[src/rtl/bfm_apbarb_pkg.sv]
// Shared types and constants for the PM-side APB master arbiter.
// Latency: n/a (types, constants and a width helper only).
// Backpressure: n/a.
package bfm_apbarb_pkg;

  typedef enum logic [1:0] {
    ARB_IDLE    = 2'd0,
    ARB_SETUP   = 2'd1,
    ARB_ACCESS  = 2'd2,
    ARB_RECOVER = 2'd3
  } arb_state_t;

  localparam int ARB_MIN_M = 2;
  localparam int ARB_MAX_M = 8;

  // Index width for a requester count; never narrower than one bit.
  function automatic int arb_idx_w(input int n);
    return (n <= 2) ? 1 : $clog2(n);
  endfunction

endpackage

[src/rtl/bfm_apb_master_arbiter_if.sv]
// Requester-side and bridge-side APB signals of the PM master arbiter.
// Latency: n/a (signal bundle only).
// Backpressure: requesters are held by PREADY_M; the bridge holds by withholding PREADY_PM.
// Optional PLOCK_M bus present only when BFM_APBARB_LOCK_EN is defined.
interface bfm_apb_master_arbiter_if #(
  parameter int NUM_M = 4,
  parameter int AW    = 32,
  parameter int DW    = 32
);

  // Requester side
  logic [NUM_M-1:0]    PSEL_M;
  logic [NUM_M-1:0]    PENABLE_M;
  logic [NUM_M-1:0]    PWRITE_M;
  logic [NUM_M*AW-1:0] PADDR_M;
  logic [NUM_M*DW-1:0] PWDATA_M;
  logic [NUM_M*DW-1:0] PRDATA_M;
  logic [NUM_M-1:0]    PREADY_M;
  logic [NUM_M-1:0]    PSLVERR_M;
`ifdef BFM_APBARB_LOCK_EN
  logic [NUM_M-1:0]    PLOCK_M;
`endif

  // Bridge PM side
  logic [AW-1:0]       PADDR_PM;
  logic                PWRITE_PM;
  logic                PENABLE_PM;
  logic [DW-1:0]       PWDATA_PM;
  logic [DW-1:0]       PRDATA_PM;
  logic                PREADY_PM;
  logic                PSLVERR_PM;

  // Status
  logic [NUM_M-1:0]    GRANT;
  logic                BUSY;

  // Arbiter view
  modport slave (
    input  PSEL_M, PENABLE_M, PWRITE_M, PADDR_M, PWDATA_M,
`ifdef BFM_APBARB_LOCK_EN
    input  PLOCK_M,
`endif
    input  PRDATA_PM, PREADY_PM, PSLVERR_PM,
    output PRDATA_M, PREADY_M, PSLVERR_M,
    output PADDR_PM, PWRITE_PM, PENABLE_PM, PWDATA_PM,
    output GRANT, BUSY
  );

  // Environment view (requesters + bridge)
  modport master (
    output PSEL_M, PENABLE_M, PWRITE_M, PADDR_M, PWDATA_M,
`ifdef BFM_APBARB_LOCK_EN
    output PLOCK_M,
`endif
    output PRDATA_PM, PREADY_PM, PSLVERR_PM,
    input  PRDATA_M, PREADY_M, PSLVERR_M,
    input  PADDR_PM, PWRITE_PM, PENABLE_PM, PWDATA_PM,
    input  GRANT, BUSY
  );

endinterface

[src/rtl/bfm_rr_arbiter.sv]
// Round-robin pick: first set request at or above ptr, wrapping modulo NUM_M.
// Latency: combinational, no state (the pointer register lives in the parent).
// Backpressure: none; gnt_vld low when no request is present.
module bfm_rr_arbiter #(
  parameter int NUM_M = 4,
  parameter int IW    = 2
) (
  input  logic [NUM_M-1:0] req,
  input  logic [IW-1:0]    ptr,
  output logic [NUM_M-1:0] gnt_oh,
  output logic [IW-1:0]    gnt_idx,
  output logic             gnt_vld
);

  // Scan NUM_M slots starting at ptr; the first request seen wins.
  always_comb begin
    logic [IW-1:0] slot;
    gnt_oh  = '0;
    gnt_idx = '0;
    gnt_vld = 1'b0;
    slot    = '0;
    for (int off = 0; off < NUM_M; off++) begin
      slot = IW'((int'(ptr) + off) % NUM_M);
      if (!gnt_vld && req[slot]) begin
        gnt_vld       = 1'b1;
        gnt_oh[slot]  = 1'b1;
        gnt_idx       = slot;
      end
    end
  end

endmodule

[src/rtl/bfm_apb_master_arbiter.sv]
// Shares the bridge PM master port among NUM_M APB requesters, round-robin, one transfer in flight.
// Latency: grant+setup 2 cycles after request, access until PREADY_PM, 1 recover cycle (>= 4 total).
// Backpressure: losing/active requesters stall until their PREADY_M pulse; bridge stalls via PREADY_PM.
// Option BFM_APBARB_LOCK_EN: PLOCK_M[g] at completion keeps the pointer on g.
module bfm_apb_master_arbiter #(
  parameter int NUM_M = 4,
  parameter int AW    = 32,
  parameter int DW    = 32
) (
  input  logic                   PCLK_PM,
  input  logic                   PRESETN_PM,
  bfm_apb_master_arbiter_if.slave bus
);

  import bfm_apbarb_pkg::*;

  localparam int IW = arb_idx_w(NUM_M);

  arb_state_t                  state_q, state_d;
  logic [IW-1:0]               ptr_q;
  logic [IW-1:0]               gidx_q;
  logic [NUM_M-1:0]            grant_q;
  logic [NUM_M-1:0]            pready_q;
  logic [NUM_M-1:0]            pslverr_q;
  logic [NUM_M-1:0][DW-1:0]    prdata_q;
  logic [AW-1:0]               paddr_q;
  logic [DW-1:0]               pwdata_q;
  logic                        pwrite_q;
  logic                        penable_q;

  logic [NUM_M-1:0]            win_oh;
  logic [IW-1:0]               win_idx;
  logic                        win_vld;
  logic [AW-1:0]               win_addr;
  logic [DW-1:0]               win_wdata;
  logic                        win_write;
  logic [IW-1:0]               ptr_inc;
  logic [IW-1:0]               ptr_nxt;
  logic                        do_load, do_enable, do_done, do_clear;

  // PENABLE_M is observed only; requesters are paced by PREADY_M.
  logic unused_penable;
  assign unused_penable = ^bus.PENABLE_M;

  bfm_rr_arbiter #(.NUM_M(NUM_M), .IW(IW)) u_rr (
    .req     (bus.PSEL_M),
    .ptr     (ptr_q),
    .gnt_oh  (win_oh),
    .gnt_idx (win_idx),
    .gnt_vld (win_vld)
  );

  // One-hot mux of the winning requester's address phase.
  always_comb begin
    win_addr  = '0;
    win_wdata = '0;
    win_write = 1'b0;
    for (int i = 0; i < NUM_M; i++) begin
      if (win_oh[i]) begin
        win_addr  = win_addr  | bus.PADDR_M[i*AW +: AW];
        win_wdata = win_wdata | bus.PWDATA_M[i*DW +: DW];
        win_write = win_write | bus.PWRITE_M[i];
      end
    end
  end

  // Pointer after completion: next requester, or the same one while it holds its lock.
  always_comb begin
    ptr_inc = (gidx_q == IW'(NUM_M - 1)) ? '0 : gidx_q + IW'(1);
`ifdef BFM_APBARB_LOCK_EN
    ptr_nxt = bus.PLOCK_M[gidx_q] ? gidx_q : ptr_inc;
`else
    ptr_nxt = ptr_inc;
`endif
  end

  // FSM state register.
  always_ff @(posedge PCLK_PM or negedge PRESETN_PM) begin
    if (!PRESETN_PM) state_q <= ARB_IDLE;
    else             state_q <= state_d;
  end

  // FSM next state and per-phase strobes.
  always_comb begin
    state_d   = state_q;
    do_load   = 1'b0;
    do_enable = 1'b0;
    do_done   = 1'b0;
    do_clear  = 1'b0;
    unique case (state_q)
      ARB_IDLE: begin
        if (win_vld) begin
          do_load = 1'b1;
          state_d = ARB_SETUP;
        end
      end
      ARB_SETUP: begin
        do_enable = 1'b1;
        state_d   = ARB_ACCESS;
      end
      ARB_ACCESS: begin
        if (bus.PREADY_PM) begin
          do_done = 1'b1;
          state_d = ARB_RECOVER;
        end
      end
      ARB_RECOVER: begin
        do_clear = 1'b1;
        state_d  = ARB_IDLE;
      end
      default: state_d = ARB_IDLE;
    endcase
  end

  // Registered datapath: capture winner, raise/drop PENABLE, return response, clear on recover.
  always_ff @(posedge PCLK_PM or negedge PRESETN_PM) begin
    if (!PRESETN_PM) begin
      ptr_q     <= '0;
      gidx_q    <= '0;
      grant_q   <= '0;
      pready_q  <= '0;
      pslverr_q <= '0;
      prdata_q  <= '0;
      paddr_q   <= '0;
      pwdata_q  <= '0;
      pwrite_q  <= 1'b0;
      penable_q <= 1'b0;
    end else begin
      if (do_load) begin
        grant_q  <= win_oh;
        gidx_q   <= win_idx;
        paddr_q  <= win_addr;
        pwdata_q <= win_wdata;
        pwrite_q <= win_write;
      end
      if (do_enable) begin
        penable_q <= 1'b1;
      end
      if (do_done) begin
        penable_q           <= 1'b0;
        pready_q[gidx_q]    <= 1'b1;
        pslverr_q[gidx_q]   <= bus.PSLVERR_PM;
        prdata_q[gidx_q]    <= bus.PRDATA_PM;
        ptr_q               <= ptr_nxt;
      end
      if (do_clear) begin
        grant_q   <= '0;
        pready_q  <= '0;
        pslverr_q <= '0;
        paddr_q   <= '0;
        pwdata_q  <= '0;
        pwrite_q  <= 1'b0;
      end
    end
  end

  assign bus.GRANT      = grant_q;
  assign bus.BUSY       = (state_q != ARB_IDLE);
  assign bus.PADDR_PM   = paddr_q;
  assign bus.PWDATA_PM  = pwdata_q;
  assign bus.PWRITE_PM  = pwrite_q;
  assign bus.PENABLE_PM = penable_q;
  assign bus.PREADY_M   = pready_q;
  assign bus.PSLVERR_M  = pslverr_q;
  assign bus.PRDATA_M   = prdata_q;

endmodule

[src/flat_wrapper.sv]
// flat-port wrapper written by rule: the top's interface ports become plain ports
module bfm_apb_master_arbiter_flat import bfm_apbarb_pkg::*;
#(
  parameter int NUM_M = 4,
  parameter int AW    = 32,
  parameter int DW    = 32
)
  (PCLK_PM, PRESETN_PM, bus_PSEL_M, bus_PENABLE_M, bus_PWRITE_M, bus_PADDR_M, bus_PWDATA_M, bus_PRDATA_PM, bus_PREADY_PM, bus_PSLVERR_PM, bus_PRDATA_M, bus_PREADY_M, bus_PSLVERR_M, bus_PADDR_PM, bus_PWRITE_PM, bus_PENABLE_PM, bus_PWDATA_PM, bus_GRANT, bus_BUSY);
  bfm_apb_master_arbiter_if #(.NUM_M(NUM_M), .AW(AW), .DW(DW)) bus_i ();
  input  logic PCLK_PM;
  input  logic PRESETN_PM;
  input wire logic [$bits(bus_i.PSEL_M)-1:0] bus_PSEL_M;
  input wire logic [$bits(bus_i.PENABLE_M)-1:0] bus_PENABLE_M;
  input wire logic [$bits(bus_i.PWRITE_M)-1:0] bus_PWRITE_M;
  input wire logic [$bits(bus_i.PADDR_M)-1:0] bus_PADDR_M;
  input wire logic [$bits(bus_i.PWDATA_M)-1:0] bus_PWDATA_M;
  input wire logic [$bits(bus_i.PRDATA_PM)-1:0] bus_PRDATA_PM;
  input wire logic [$bits(bus_i.PREADY_PM)-1:0] bus_PREADY_PM;
  input wire logic [$bits(bus_i.PSLVERR_PM)-1:0] bus_PSLVERR_PM;
  output wire logic [$bits(bus_i.PRDATA_M)-1:0] bus_PRDATA_M;
  output wire logic [$bits(bus_i.PREADY_M)-1:0] bus_PREADY_M;
  output wire logic [$bits(bus_i.PSLVERR_M)-1:0] bus_PSLVERR_M;
  output wire logic [$bits(bus_i.PADDR_PM)-1:0] bus_PADDR_PM;
  output wire logic [$bits(bus_i.PWRITE_PM)-1:0] bus_PWRITE_PM;
  output wire logic [$bits(bus_i.PENABLE_PM)-1:0] bus_PENABLE_PM;
  output wire logic [$bits(bus_i.PWDATA_PM)-1:0] bus_PWDATA_PM;
  output wire logic [$bits(bus_i.GRANT)-1:0] bus_GRANT;
  output wire logic [$bits(bus_i.BUSY)-1:0] bus_BUSY;
  assign bus_i.PSEL_M = bus_PSEL_M;
  assign bus_i.PENABLE_M = bus_PENABLE_M;
  assign bus_i.PWRITE_M = bus_PWRITE_M;
  assign bus_i.PADDR_M = bus_PADDR_M;
  assign bus_i.PWDATA_M = bus_PWDATA_M;
  assign bus_i.PRDATA_PM = bus_PRDATA_PM;
  assign bus_i.PREADY_PM = bus_PREADY_PM;
  assign bus_i.PSLVERR_PM = bus_PSLVERR_PM;
  assign bus_PRDATA_M = bus_i.PRDATA_M;
  assign bus_PREADY_M = bus_i.PREADY_M;
  assign bus_PSLVERR_M = bus_i.PSLVERR_M;
  assign bus_PADDR_PM = bus_i.PADDR_PM;
  assign bus_PWRITE_PM = bus_i.PWRITE_PM;
  assign bus_PENABLE_PM = bus_i.PENABLE_PM;
  assign bus_PWDATA_PM = bus_i.PWDATA_PM;
  assign bus_GRANT = bus_i.GRANT;
  assign bus_BUSY = bus_i.BUSY;
  bfm_apb_master_arbiter #(.NUM_M(NUM_M), .AW(AW), .DW(DW)) u_core (.PCLK_PM(PCLK_PM), .PRESETN_PM(PRESETN_PM), .bus(bus_i));
endmodule
[config.mk]
export PLATFORM = sky130hd
export DESIGN_NAME = bfm_apb_master_arbiter_flat
export DESIGN_NICKNAME = d
export VERILOG_FILES = /design/src/rtl/bfm_apbarb_pkg.sv /design/src/rtl/bfm_apb_master_arbiter_if.sv /design/src/rtl/bfm_rr_arbiter.sv /design/src/rtl/bfm_apb_master_arbiter.sv /design/src/flat_wrapper.sv
export SDC_FILE = /design/constraint.sdc
export NUM_CORES = 1
export LEC_CHECK = 0
export CAP_MARGIN = 20
export CORE_AREA = 2 2 201 203
export DETAILED_ROUTE_END_ITERATION = 8
export DIE_AREA = 0 0 203 205
export GPL_TIMING_DRIVEN = 0
export HOLD_SLACK_MARGIN = 0.15
export PLACE_DENSITY = 0.52
export SETUP_SLACK_MARGIN = 0.4
export SYNTH_ARGS = -nofsm -noshare
export SYNTH_HDL_FRONTEND = slang
export SYNTH_HIERARCHICAL = 1
export SYNTH_SLANG_ARGS = --single-unit
[constraint.sdc]
create_clock -name PCLK_PM -period 3.2 [get_ports PCLK_PM]
set_input_delay 0.32 -clock PCLK_PM [delete_from_list [all_inputs] [get_ports PCLK_PM]]
set_output_delay 0.32 -clock PCLK_PM [all_outputs]
set_load 0.1 [all_outputs]
==> flow_metrics.env, run 1 <==
export IMPL_status="complete, no violations"
export IMPL_synth_compound_area_share_pct=18.2
export IMPL_required_ns=3.60
export IMPL_max_cap_violations=0
export IMPL_synth_top_family_by_area="compound AO/OA/AOI/OAI gates"
export IMPL_grt_overflow=0
export IMPL_cts_buffers=26
export IMPL_synth_area_leader_cell="dfrtp_1"
export IMPL_antenna_found_initial=15
export IMPL_hold_viol_final=0
export IMPL_drt_iter0_markers=368
export IMPL_clock_sinks=212
export IMPL_area_delta_synth_final_pct=76.5
export IMPL_final_net_count=1627
export IMPL_htree_levels=1
export IMPL_place_gp_congestion=0.926
export IMPL_grt_pass1_vias=9476
export IMPL_crit_family="compound AO/OA/AOI/OAI gates"
export IMPL_tightest_slew_ns=1.12
export IMPL_crit_fanout=7
export IMPL_final_core_util_pct=43.5
export IMPL_slowest_stage="dfrtp_2"
export IMPL_hold_class="in -> reg"
export IMPL_setup_viol=0
export IMPL_post_route_min_period_ns=2.80
export IMPL_yosys_area_share_simple_pct=4.30
export IMPL_critPathLaunchType="register"
export IMPL_grt_max_degree=108
export IMPL_coreArea_um2=39400
export IMPL_final_layout_size_suffix_gt1_share_pct=24.7
export IMPL_pin_count=511
export IMPL_synth_edf_count=0
export IMPL_maxSlewViolCount=0
export IMPL_synthMuxAreaShare_pct=17.1
export IMPL_yosysMostFrequentCell="dfrtp_1"
export IMPL_timing_final_crit_share_pct=87.6
export IMPL_slew_headroom_pct=25.2
export IMPL_ys_types=39
export IMPL_synthAdderAreaFrac_pct=1.68
export IMPL_synth_top_area_share_pct=54.7
export IMPL_synthCells=754
export IMPL_io_buffers=505
export IMPL_end_kind="register"
export IMPL_gr_usage_all_layers_pct=20.6
export IMPL_ant_nets=0
export IMPL_place_hpwl_um=34600
export IMPL_synthXorXnorAreaFrac_pct=0
export IMPL_path_cells="buf_8 > inv_6 > ha_4 > mux4_2 > buf_6 > and2b_2 > a22oi_2 > o21ai_2 > buf_6 > buf_8 > a22o_1 > a221oi_2 > o21ai_1"
export IMPL_ff2ff_setup_slack_ns=0.40
export IMPL_max_stage_delay_ns=0.43
export IMPL_clockBufferDepth=3
export IMPL_syn_nets=1071
export IMPL_fmax_ghz=0.357
export IMPL_skew_ns=0.0101
export IMPL_vias=8806
export IMPL_netlist_top_cells_area="dfrtp_1 (55%), mux2_2 (13%), a22o_1 (6.2%)"
export IMPL_rsz0062_at_grt="yes"
export IMPL_drc=0
export IMPL_insertion_delay_ns=0.53
export IMPL_crit_type="reg -> reg"
export IMPL_synth_area_per_cell_um2=12.9
export IMPL_initial_core_util_pct=24.6
export IMPL_synthTopCellsByCount="dfrtp_1 (212), mux2_2 (116), a22o_1 (69)"
export IMPL_synth_async_reset_ratio_pct=100
export IMPL_grt_pass1_wl_um=63300
export IMPL_tritoncts="built"
export IMPL_drt_pass1_iterations=5
export IMPL_synthFlopType="dfrtp_1"
export IMPL_synth_cell_area_um2=9700
export IMPL_synth_seq_cells=212
export IMPL_via_per_inst=4.72
export IMPL_die_height_um=205
export IMPL_cp_arrival_ns=3.21
export IMPL_clk_pin_slew_ns=0.06
export IMPL_synth_seq_area_share_pct=54.7
export IMPL_path_buf_inv=5
export IMPL_routed_wl_um=44100
export IMPL_cts_root_buf="clkbuf_16"
export IMPL_die_w_um=203
export IMPL_ys_warn_count=6
export IMPL_rows=73
export IMPL_routedWlPerCell_um=23.7
export IMPL_dieArea_um2=41600
[kinds of logic after synthesis]
logic type,Yosys count
compound gates,226
buf+inv,74
mux,143
fa+ha+maj,13
simple gates,86
flops,212
[layer usage]
metal,share of wire [%],global-route usage [%],wire (µm)
met1,39,23.7,17400
met5,0.061,0,27
met4,3.9,9.07,1740
met2,48,35.4,21400
met3,8.2,6.28,3620
[area by class of cell]
class	instances	area (µm²)
Fill cell	3761	22300
Sequential cell	212	5310
Timing Repair Buffer	528	5290
Multi-Input combinational cell	468	4360
Clock buffer	36	769
Tap cell	525	657
Buffer	60	517
Clock inverter	10	130
Inverter	14	57.6
Antenna cell	11	27.5
[cells in the final DEF, fill, tap and decap left out, types with 5 or more instances in the layout]
cell	netlist	routed
clkinv_2	0	5
inv_1	14	12
mux2_1	18	18
clkbuf_16	0	28
ha_1	13	12
o21ai_0	20	13
o21ai_2	1	5
nor2_1	7	7
a22o_1	69	64
a221oi_1	53	11
a21oi_1	5	5
buf_2	28	16
mux2i_1	5	5
clkdlybuf4s50_1	0	503
diode_2	0	11
a221oi_2	12	54
buf_6	8	18
mux2_2	116	116
a22o_4	0	5
clkbuf_8	0	10
o21ai_1	49	52
buf_4	5	27
nand2_1	68	68
clkbuf_2	0	7
dfrtp_1	212	210
[through the flow]
step	setup TNS (ns)	area [µm²]	hold slack, ns	instances	setup WS, ns
3_3_place_gp	-1647.23	15400	0.465	1784	-7.74
4_1_cts	0	16700	0.201	1847	0.364
2_1_floorplan	0	9700	0.0244	754	0.438
3_5_place_dp	-13.70	15400	0.452	1785	-0.487
5_1_grt	0	17100	0.226	1863	0.304
6_report	0	17100	0.230	1864	0.396
[what timing repair did]
item / CTS / global route
setup buffers: 15 / 5
hold buffers: 1 / 0
endpoints found under the hold margin: 105 / 0
gates resized for setup: 80 / 65
endpoints found under the setup margin: 70 / 66
pin swaps: 5 / 8
gates cloned: 0 / 1
[path summary, 6_finish.rpt]
path                                         start                 endpoint  depth (start not counted)
setup / recovery                   u_core/ptr_q[0]  u_core/bus.PADDR_PM[27]                         13
hold / removal                       bus_PREADY_PM          u_core/ptr_q[0]                          3
setup reg to reg                   u_core/ptr_q[0]  u_core/bus.PADDR_PM[27]                         13
hold reg to reg            u_core/bus.PADDR_PM[18]  u_core/bus.PADDR_PM[18]                          2
max in group asynchronous               PRESETN_PM  u_core/bus.PADDR_PM[16]                          3
min in group asynchronous               PRESETN_PM  u_core/bus.PRDATA_M[45]                          2
[worst min-delay path: stages]
cell and delay, ns:
buf_4 0.16, nand2_1 0.15, o31ai_1 0.08
[sequential cells by signal, indices dropped and copies added, names as in the netlist, 2 cells and up]
| name | flops |
|---|---|
| u_core/ptr_q | 2 |
| u_core/bus.PADDR_PM | 32 |
| u_core/bus.PRDATA_M | 128 |
| u_core/bus.PSLVERR_M | 4 |
| u_core/bus.PREADY_M | 4 |
| u_core/bus.PWDATA_PM | 32 |
| u_core/state_q | 2 |
| u_core/bus.GRANT | 4 |
| u_core/gidx_q | 2 |
Power of run 1 is left out: the tool's default activity adds up to more than one toggle a clock period on the data nets, which glitch-free logic cannot reach.
==> run 2: changes to the inputs <==
--- a/config.mk
+++ b/config.mk
@@ -14,4 +14,5 @@
 export PLACE_DENSITY = 0.52
 export SETUP_SLACK_MARGIN = 0.4
+export SKIP_CTS_REPAIR_TIMING = 1
 export SYNTH_ARGS = -nofsm -noshare
 export SYNTH_HDL_FRONTEND = slang
==> constraint.sdc (replaced) <==
create_clock -name PCLK_PM -period 3.2 [get_ports PCLK_PM]
set_input_delay 0.48 -clock PCLK_PM [delete_from_list [all_inputs] [get_ports PCLK_PM]]
set_output_delay 0.48 -clock PCLK_PM [all_outputs]
set_load 0.1 [all_outputs]
==> flow_metrics.env, run 2 (synthesis gave the netlist of run 1 again) <==
export IMPL_status="complete, no violations"
export IMPL_die_w_um=203
export IMPL_die_height_um=205
export IMPL_placed_cells=1785
export IMPL_layout_commonest_cell="clkdlybuf4s50_1"
export IMPL_skew_ns=0.00778
export IMPL_final_core_util_pct=43.3
export IMPL_critPathLaunchType="register"
export IMPL_grt_pass1_vias=9310
export IMPL_tightest_slew_ns=1.12
export IMPL_clock_sinks=212
export IMPL_pin_count=511
export IMPL_cp_arrival_ns=3.30
export IMPL_setup_viol=0
export IMPL_final_cell_mix="clkdlybuf4s50_1 (503), dfrtp_1 (210), mux2_2 (116)"
export IMPL_setup_slack_ns=0.308
export IMPL_slew_headroom_pct=25.3
export IMPL_final_layout_size_suffix_gt1_share_pct=24.4
export IMPL_drt_pass1_iterations=4
export IMPL_multiInputGateArea_um2=4350
export IMPL_area_delta_synth_final_pct=75.9
export IMPL_rows=73
export IMPL_crit_fanout=10
export IMPL_end_kind="register"
export IMPL_antenna_found_initial=14
export IMPL_max_cap_violations=0
export IMPL_ant_nets=0
export IMPL_insertion_delay_ns=0.53
export IMPL_required_ns=3.61
export IMPL_grt_overflow=0
export IMPL_final_net_count=1624
export IMPL_io_buffers=505
export IMPL_fillers=3745
export IMPL_vias=8756
export IMPL_routedWlPerCell_um=23.7
export IMPL_hold_class="in -> reg"
export IMPL_largest_reg_flops=128
export IMPL_gr_usage_all_layers_pct=20.3
export IMPL_timing_final_crit_share_pct=90.4
export IMPL_crit_type="reg -> reg"
export IMPL_routed_wl_um=44000
export IMPL_hold_viol_final=0
export IMPL_grt_pass1_wl_um=62300
export IMPL_rsz0062_at_grt="yes"
export IMPL_initial_core_util_pct=24.6
export IMPL_drt_iter0_markers=373
export IMPL_post_route_min_period_ns=2.89
export IMPL_preCtsSetupSlack_ns=-0.568
export IMPL_clk_pin_slew_ns=0.06
export IMPL_place_hpwl_um=34600
export IMPL_final_cells=1860
export IMPL_slowest_stage="dfrtp_2"
export IMPL_grt_max_degree=108
export IMPL_seq_area_um2=5310
export IMPL_clockBufferDepth=3
export IMPL_drc=0
export IMPL_path_cells="buf_8 > inv_4 > ha_4 > mux4_2 > buf_6 > and2b_2 > a22oi_2 > o21ai_4 > buf_12 > buf_2 > a22o_1 > a221oi_2 > o21ai_1"
export IMPL_holdWs_ns=0.389
export IMPL_fmax_ghz=0.346
export IMPL_cts_buffers=26
export IMPL_tritoncts="built"
export IMPL_via_per_inst=4.71
export IMPL_place_gp_congestion=0.926
export IMPL_cts_root_buf="clkbuf_16"
export IMPL_htree_levels=1
export IMPL_coreArea_um2=39400
export IMPL_max_stage_delay_ns=0.45
export IMPL_dieArea_um2=41600
export IMPL_maxSlewViolCount=0
==> run 2: final timing paths <==
kind | start | endpoint | slack (ns) | cells after the start
worst max register to register | u_core/ptr_q[0] | u_core/bus.PADDR_PM[5] | 0.31 | 13
worst max-delay path | u_core/ptr_q[0] | u_core/bus.PADDR_PM[5] | 0.31 | 13
max in group asynchronous | PRESETN_PM | u_core/bus.PADDR_PM[16] | 1.56 | 3
min in group asynchronous | PRESETN_PM | u_core/bus.PRDATA_M[43] | 0.61 | 2
worst min-delay path | bus_PREADY_PM | u_core/ptr_q[0] | 0.39 | 3
worst min register to register | u_core/bus.PWDATA_PM[2] | u_core/bus.PWDATA_PM[2] | 0.48 | 2
==> run 2: final cells by class <==
type | count | share of cell area, %
flip-flops and latches | 212 | 31.1
repair buffers | 525 | 31.0
multi-input cells | 468 | 25.5
clock buffers | 36 | 4.51
well taps | 525 | 3.85
plain buffers | 60 | 2.84
clock inverters | 10 | 0.763
inverters | 14 | 0.323
diodes | 10 | 0.147
==> run 2: worst max-delay path, delay by kind of cell, from the launching register on <==
family / cells / cell delay (ns)
AOI/OAI and AO/OA: 5 / 0.91
adders and majority gates: 1 / 0.20
buffers and inverters: 5 / 0.69
DFF: 1 / 0.45
muxes: 1 / 0.23
and+or+nand+nor: 1 / 0.27
==> run 2: per-stage QoR <==
| stage | TNS, ns | cell area (µm²) |
|---|---|---|
| after global routing | 0 | 17100 |
| after floorplan | 0 | 9700 |
| after global placement | -1684.96 | 15400 |
| after detailed placement | -18.61 | 15400 |
| after CTS | -15.16 | 16300 |
| final | 0 | 17100 |
==> run 2: metal layers <==
layer / up-vias / track usage [%] / part of all wire, % / wire length (µm)
li1: 3987 / - / - / -
met3: 74 / 6.12 / 8.2 / 3590
met1: 4300 / 23.3 / 39 / 17000
met2: 391 / 34.9 / 49 / 21700
met5: - / 0 / 0.061 / 27
met4: 4 / 8.86 / 3.9 / 1700
Power of run 2 is left out for the same reason.
